[config.mk]
export PLATFORM = sky130hd
export DESIGN_NAME = vsync_frame_timer
export DESIGN_NICKNAME = d
export VERILOG_FILES = /design/src/rtl/vsync_frame_timer.sv
export SDC_FILE = /design/constraint.sdc
export NUM_CORES = 1
export LEC_CHECK = 0
export BUFFER_PORTS_ARGS = -buffer_cell sky130_fd_sc_hd__buf_2
export CORE_UTILIZATION = 50
export CTS_CLUSTER_SIZE = 20
export DETAILED_ROUTE_END_ITERATION = 7
export PLACE_DENSITY = 0.75
export SYNTH_ARGS = -nofsm -noshare
export SYNTH_HDL_FRONTEND = slang
export SYNTH_SLANG_ARGS = --single-unit
[constraint.sdc]
create_clock -name iclk -period 4.3 [get_ports iclk]
set_input_delay 0.86 -clock iclk [delete_from_list [all_inputs] [get_ports iclk]]
set_output_delay 0.86 -clock iclk [all_outputs]
set_load 0.02 [all_outputs]
[src/rtl/vsync_frame_timer.sv]
// rtl/vsync_frame_timer.sv - vsync-driven frame prescaler and up/down display counter
module vsync_frame_timer #(
    parameter int COUNT_W         = 8,
    parameter int MAX_COUNT       = 254,
    parameter int FRAMES_PER_TICK = 60,
    parameter int EDGE_SEL        = 0
) (
    input  logic               iclk,
    input  logic               irst,
    input  logic               ivsync,
    input  logic               ien,
    input  logic               iclr,
    input  logic               iload,
    input  logic [COUNT_W-1:0] iload_val,
    input  logic [1:0]         imode,
    input  logic [COUNT_W-1:0] icmp_val,
    output logic [COUNT_W-1:0] oCount,
    output logic               oTick,
    output logic               oWrap,
    output logic               oSat,
    output logic               oMatch
);

    // Prescaler needs at least one bit even when every frame is a tick.
    localparam int PRE_W = (FRAMES_PER_TICK > 1) ? $clog2(FRAMES_PER_TICK) : 1;
    localparam logic [PRE_W-1:0]   PRE_LAST = PRE_W'(FRAMES_PER_TICK - 1);
    localparam logic [PRE_W-1:0]   PRE_ONE  = PRE_W'(1);
    localparam logic [COUNT_W-1:0] CNT_MAX  = COUNT_W'(MAX_COUNT);
    localparam logic [COUNT_W-1:0] CNT_ONE  = COUNT_W'(1);
    localparam logic [COUNT_W-1:0] CNT_ZERO = '0;

    localparam logic [1:0] MODE_UP_WRAP   = 2'b00;
    localparam logic [1:0] MODE_UP_SAT    = 2'b01;
    localparam logic [1:0] MODE_DOWN_WRAP = 2'b10;
    localparam logic [1:0] MODE_DOWN_SAT  = 2'b11;

    logic               vs_s1;
    logic               vs_s2;
    logic               vs_s3;
    logic               vs_rise;
    logic               vs_fall;
    logic               vs_edge;
    logic               frame_adv;
    logic               pre_term;
    logic [PRE_W-1:0]   pre_cnt;
    logic [COUNT_W-1:0] step_val;
    logic               step_wrap;
    logic [COUNT_W-1:0] load_clamped;

    // Two-flop synchroniser for the asynchronous vsync plus one edge-history flop.
    always_ff @(posedge iclk or negedge irst) begin
        if (!irst) begin
            vs_s1 <= 1'b0;
            vs_s2 <= 1'b0;
            vs_s3 <= 1'b0;
        end else begin
            vs_s1 <= ivsync;
            vs_s2 <= vs_s1;
            vs_s3 <= vs_s2;
        end
    end

    // A held vsync level produces exactly one edge, so frames are counted once each.
    assign vs_rise   = vs_s2 & ~vs_s3;
    assign vs_fall   = ~vs_s2 & vs_s3;
    assign vs_edge   = (EDGE_SEL != 0) ? vs_fall : vs_rise;
    assign frame_adv = vs_edge & ien;
    assign pre_term  = frame_adv && (pre_cnt == PRE_LAST);

    // Loads are clamped so the count can never leave 0..MAX_COUNT.
    assign load_clamped = (iload_val > CNT_MAX) ? CNT_MAX : iload_val;

    // Frame prescaler: clear/load restart it, otherwise it advances per enabled frame edge.
    always_ff @(posedge iclk or negedge irst) begin
        if (!irst) begin
            pre_cnt <= '0;
        end else if (iclr || iload) begin
            pre_cnt <= '0;
        end else if (frame_adv) begin
            if (pre_cnt == PRE_LAST) begin
                pre_cnt <= '0;
            end else begin
                pre_cnt <= pre_cnt + PRE_ONE;
            end
        end
    end

    // Next count for a step, chosen by the mode sampled in the step cycle.
    always_comb begin
        step_val  = oCount;
        step_wrap = 1'b0;
        case (imode)
            MODE_UP_WRAP: begin
                if (oCount == CNT_MAX) begin
                    step_val  = CNT_ZERO;
                    step_wrap = 1'b1;
                end else begin
                    step_val = oCount + CNT_ONE;
                end
            end
            MODE_UP_SAT: begin
                if (oCount != CNT_MAX) begin
                    step_val = oCount + CNT_ONE;
                end
            end
            MODE_DOWN_WRAP: begin
                if (oCount == CNT_ZERO) begin
                    step_val  = CNT_MAX;
                    step_wrap = 1'b1;
                end else begin
                    step_val = oCount - CNT_ONE;
                end
            end
            MODE_DOWN_SAT: begin
                if (oCount != CNT_ZERO) begin
                    step_val = oCount - CNT_ONE;
                end
            end
            default: begin
                step_val  = oCount;
                step_wrap = 1'b0;
            end
        endcase
    end

    // Display counter with clear > load > step priority and registered status pulses.
    always_ff @(posedge iclk or negedge irst) begin
        if (!irst) begin
            oCount <= '0;
            oTick  <= 1'b0;
            oWrap  <= 1'b0;
        end else begin
            oTick <= 1'b0;
            oWrap <= 1'b0;
            if (iclr) begin
                oCount <= '0;
            end else if (iload) begin
                oCount <= load_clamped;
            end else if (pre_term) begin
                oCount <= step_val;
                oTick  <= 1'b1;
                oWrap  <= step_wrap;
            end
        end
    end

    // Status levels follow the live mode and count.
    assign oSat   = ((imode == MODE_UP_SAT)   && (oCount == CNT_MAX)) ||
                    ((imode == MODE_DOWN_SAT) && (oCount == CNT_ZERO));
    assign oMatch = (oCount == icmp_val);

endmodule

==> metrics.yaml <==
run_status:
  status: "complete, no violations"
clock_network:
  tritoncts: "yes"
  cts_setup_buffers: 0
  cts_sinks: 19
  clkTransAtPathRegs_ps: 110
  clock_latency_ps: 290
  post_cts_resized: 0
  hold_buffers: 0
  cts_root_buf: "clkbuf_4"
  cts_made_buffers: 3
  clock_path_buffers: 2
  htreeDepth: 1
sta:
  slew_headroom_pct: 64.43
  drv_slew: 0
  setup_viol: 0
  clock.fmax_ghz: 0.3494
  setup-tns-final_ps: 0
  finClkSkew_ps: 2.976
  worst_pin_slew_ps: 533.5
  min_period_ps: 2862
  rsz0062_at_grt: "no"
  hold_violations: 0
  finalCritPeriodShare_pct: 66.56
setup_path:
  cp_data_required_time_ps: 3440
  path_class: "flop to output pin"
  crit_family: "simple AND/OR/NAND/NOR gates"
  slowest_stage: "dfrtp_1"
  cp.buffers_inverters: 1
  cp-end-kind: "output pin"
  max_stage_delay_ps: 590
  start_kind: "flop"
  crit_chain: "nor4_4 -> nand2_2 -> o32ai_2 -> and2_2 -> buf_2"
  cp_max_fo: 14
  arrival_ps: 2000
power:
  powerDensity_mw_per_mm2: 267.0
  clkPwrFrac_pct: 20.4
  seq_power_share_pct: 48.7
  internal-power_mw: 0.2856
  p_leak_nw: 0.7375
  p_sw_share_pct: 35.53
  power.switching_mw: 0.1573
  irDropWorstVdd_v: 0.0002078
  p_comb_share_pct: 30.9
global_route:
  grt_pass1_wl_um: 6210
  grt_max_degree: 20
  antenna_found_initial: 0
  grt_overflow: 0
  grt_pass1_vias: 1312
  grtUsageTotal_pct: 24.67
routing:
  drt-vias-per-instance: 6.131
  drcViolationCount: 0
  num_vias: 1404
  ant_nets: 0
  drt_pre_antenna_iters: 4
  drtIter0Drc: 60
  wl_per_cell_um: 15.80
  wirelength_um: 3618
layout:
  final_core_utilization_pct: 59.65
  design_area_mm2: 0.001659
  fin_cells: 229
  area_growth_pct: 12.37
  fin_nets: 228
  diodes: 0
  fill_cells: 263
  layout-drive-gt1-share_pct: 26.26
logic_synthesis:
  synth_most_common_cell: "dfrtp_1"
  ys_types: 54
  synth_cells: 167
  yosysSeqAreaShare_pct: 32.20
  synth_nets: 196
  yosys.area.top_type: "dfrtp_1"
  syn_area_mm2: 0.001476
  synthTopCellsByCount: "19 x dfrtp_1, 17 x nor2_1, 13 x nand2_1, 11 x xnor2_1, 8 x a21oi_1"
  synth_top_area_share_pct: 32.20
  async_flop_share_pct: 100.0
  synth.area.top_cells: "dfrtp_1 32%, xnor2_1 6.5%, nor2_1 4.3%, ha_1 4.2%, nand2_1 3.3%"
  ys.warnings.count: 0
  synth_ff_type: "dfrtp_1"
  synth_edf_count: 0
  ys_seq_elements: 19
  avgSynthCellArea_um2: 8.841
floorplan:
  core_area_mm2: 0.002781
  start_util_pct: 53.08
  die_area_mm2: 0.003174
  die_w_um: 56.34
  die_h_um: 56.34
  io_pins: 36
  placementRows: 19
run:
  maxCapViolations: 0
worst_hold_path:
  hp-class: "flop to flop"
placed_design:
  hpwl_um: 2770
  gp_congestion: 0.9474
  io_buffers: 35
  placed_area_mm2: 0.001633
  placed_cells: 225
## final timing paths
kind,slack (ps),startpoint,end,cells after the start
max,1440,oCount[4]$_DFFE_PN0P_,oSat,5
min,370,vs_s1$_DFF_PN0_,vs_s2$_DFF_PN0_,0
max reg2reg,2160,oCount[0]$_DFFE_PN0P_,oCount[1]$_DFFE_PN0P_,7
min reg2reg,370,vs_s1$_DFF_PN0_,vs_s2$_DFF_PN0_,0
max in group asynchronous,3530,irst,oCount[1]$_DFFE_PN0P_,1
min in group asynchronous,480,irst,pre_cnt[4]$_DFFE_PN0P_,1
## layout by cell type, fill, tap and decap left out, types with 2 or more instances in the layout
cell type / count
buf_2: 35
dfrtp_1: 19
nor2_1: 17
nand2_1: 13
xnor2_1: 11
a21oi_1: 8
inv_1: 7
o21ai_0: 7
nand3_1: 6
or3_1: 6
nor3_1: 5
ha_1: 5
nand4_1: 3
a22o_1: 3
clkbuf_4: 3
nand2_2: 2
nand4b_1: 2
or2_2: 2
a22oi_1: 2
o31ai_2: 2
a31oi_1: 2
o21ai_1: 2
a211o_1: 2
nand2b_1: 2
o31ai_1: 2
o211ai_1: 2
## sequential cells by signal, summed over array words and instances (netlist names)
signal,count
vs_s2,1
vs_s1,1
pre_cnt,6
vs_s3,1
oTick,1
oCount,8
oWrap,1
## stage by stage
stage	setup WS [ps]	hold WS, ps	power [mW]
5_1_grt	1289	389.0	0.4708
3_5_place_dp	1619	355.1	0.3542
3_3_place_gp	1637	333.3	0.3499
2_1_floorplan	1862	331.2	0.3157
6_report	1438	374.0	0.4429
4_1_cts	1428	379.6	0.4438
## routing by layer
metal,up-vias,GRT usage (%),share of wire [%]
li1,675,-,-
met1,669,35.55,45
met2,56,37.59,46
met3,4,7.373,8.1
met4,0,3.484,0.64
met5,-,0,0
## power by group through the flow
stage	Sequential, mW	Clock (mW)	Combinational, mW
after floorplan	0.211	0	0.105
after global placement	0.217	0	0.133
after detailed placement	0.219	0	0.136
after CTS	0.215	0.0916	0.137
after global routing	0.218	0.102	0.151
final	0.216	0.0903	0.137
## area by class of cell
| class | count | area (um2) | share of cell area [%] |
|---|---|---|---|
| inverters | 7 | 26.28 | 1.584 |
| well taps | 31 | 38.79 | 2.338 |
| clock buffers | 4 | 26.28 | 1.584 |
| multi-input cells | 133 | 917.1 | 55.28 |
| repair buffers | 35 | 175.2 | 10.56 |
| flip-flops and latches | 19 | 475.5 | 28.66 |
## cell families (layout without fill, tap and decap cells)
group	after synthesis	after routing	share of synthesized area, %
fa+ha+maj	5	5	4.237
mux	1	1	0.6780
xor+xnor	11	11	6.525
buf+inv	15	46	5.678
compound gates	45	45	22.54
simple gates	71	71	28.14
flops	19	19	32.20
No activity file was read; power rests on OpenSTA's default activity.
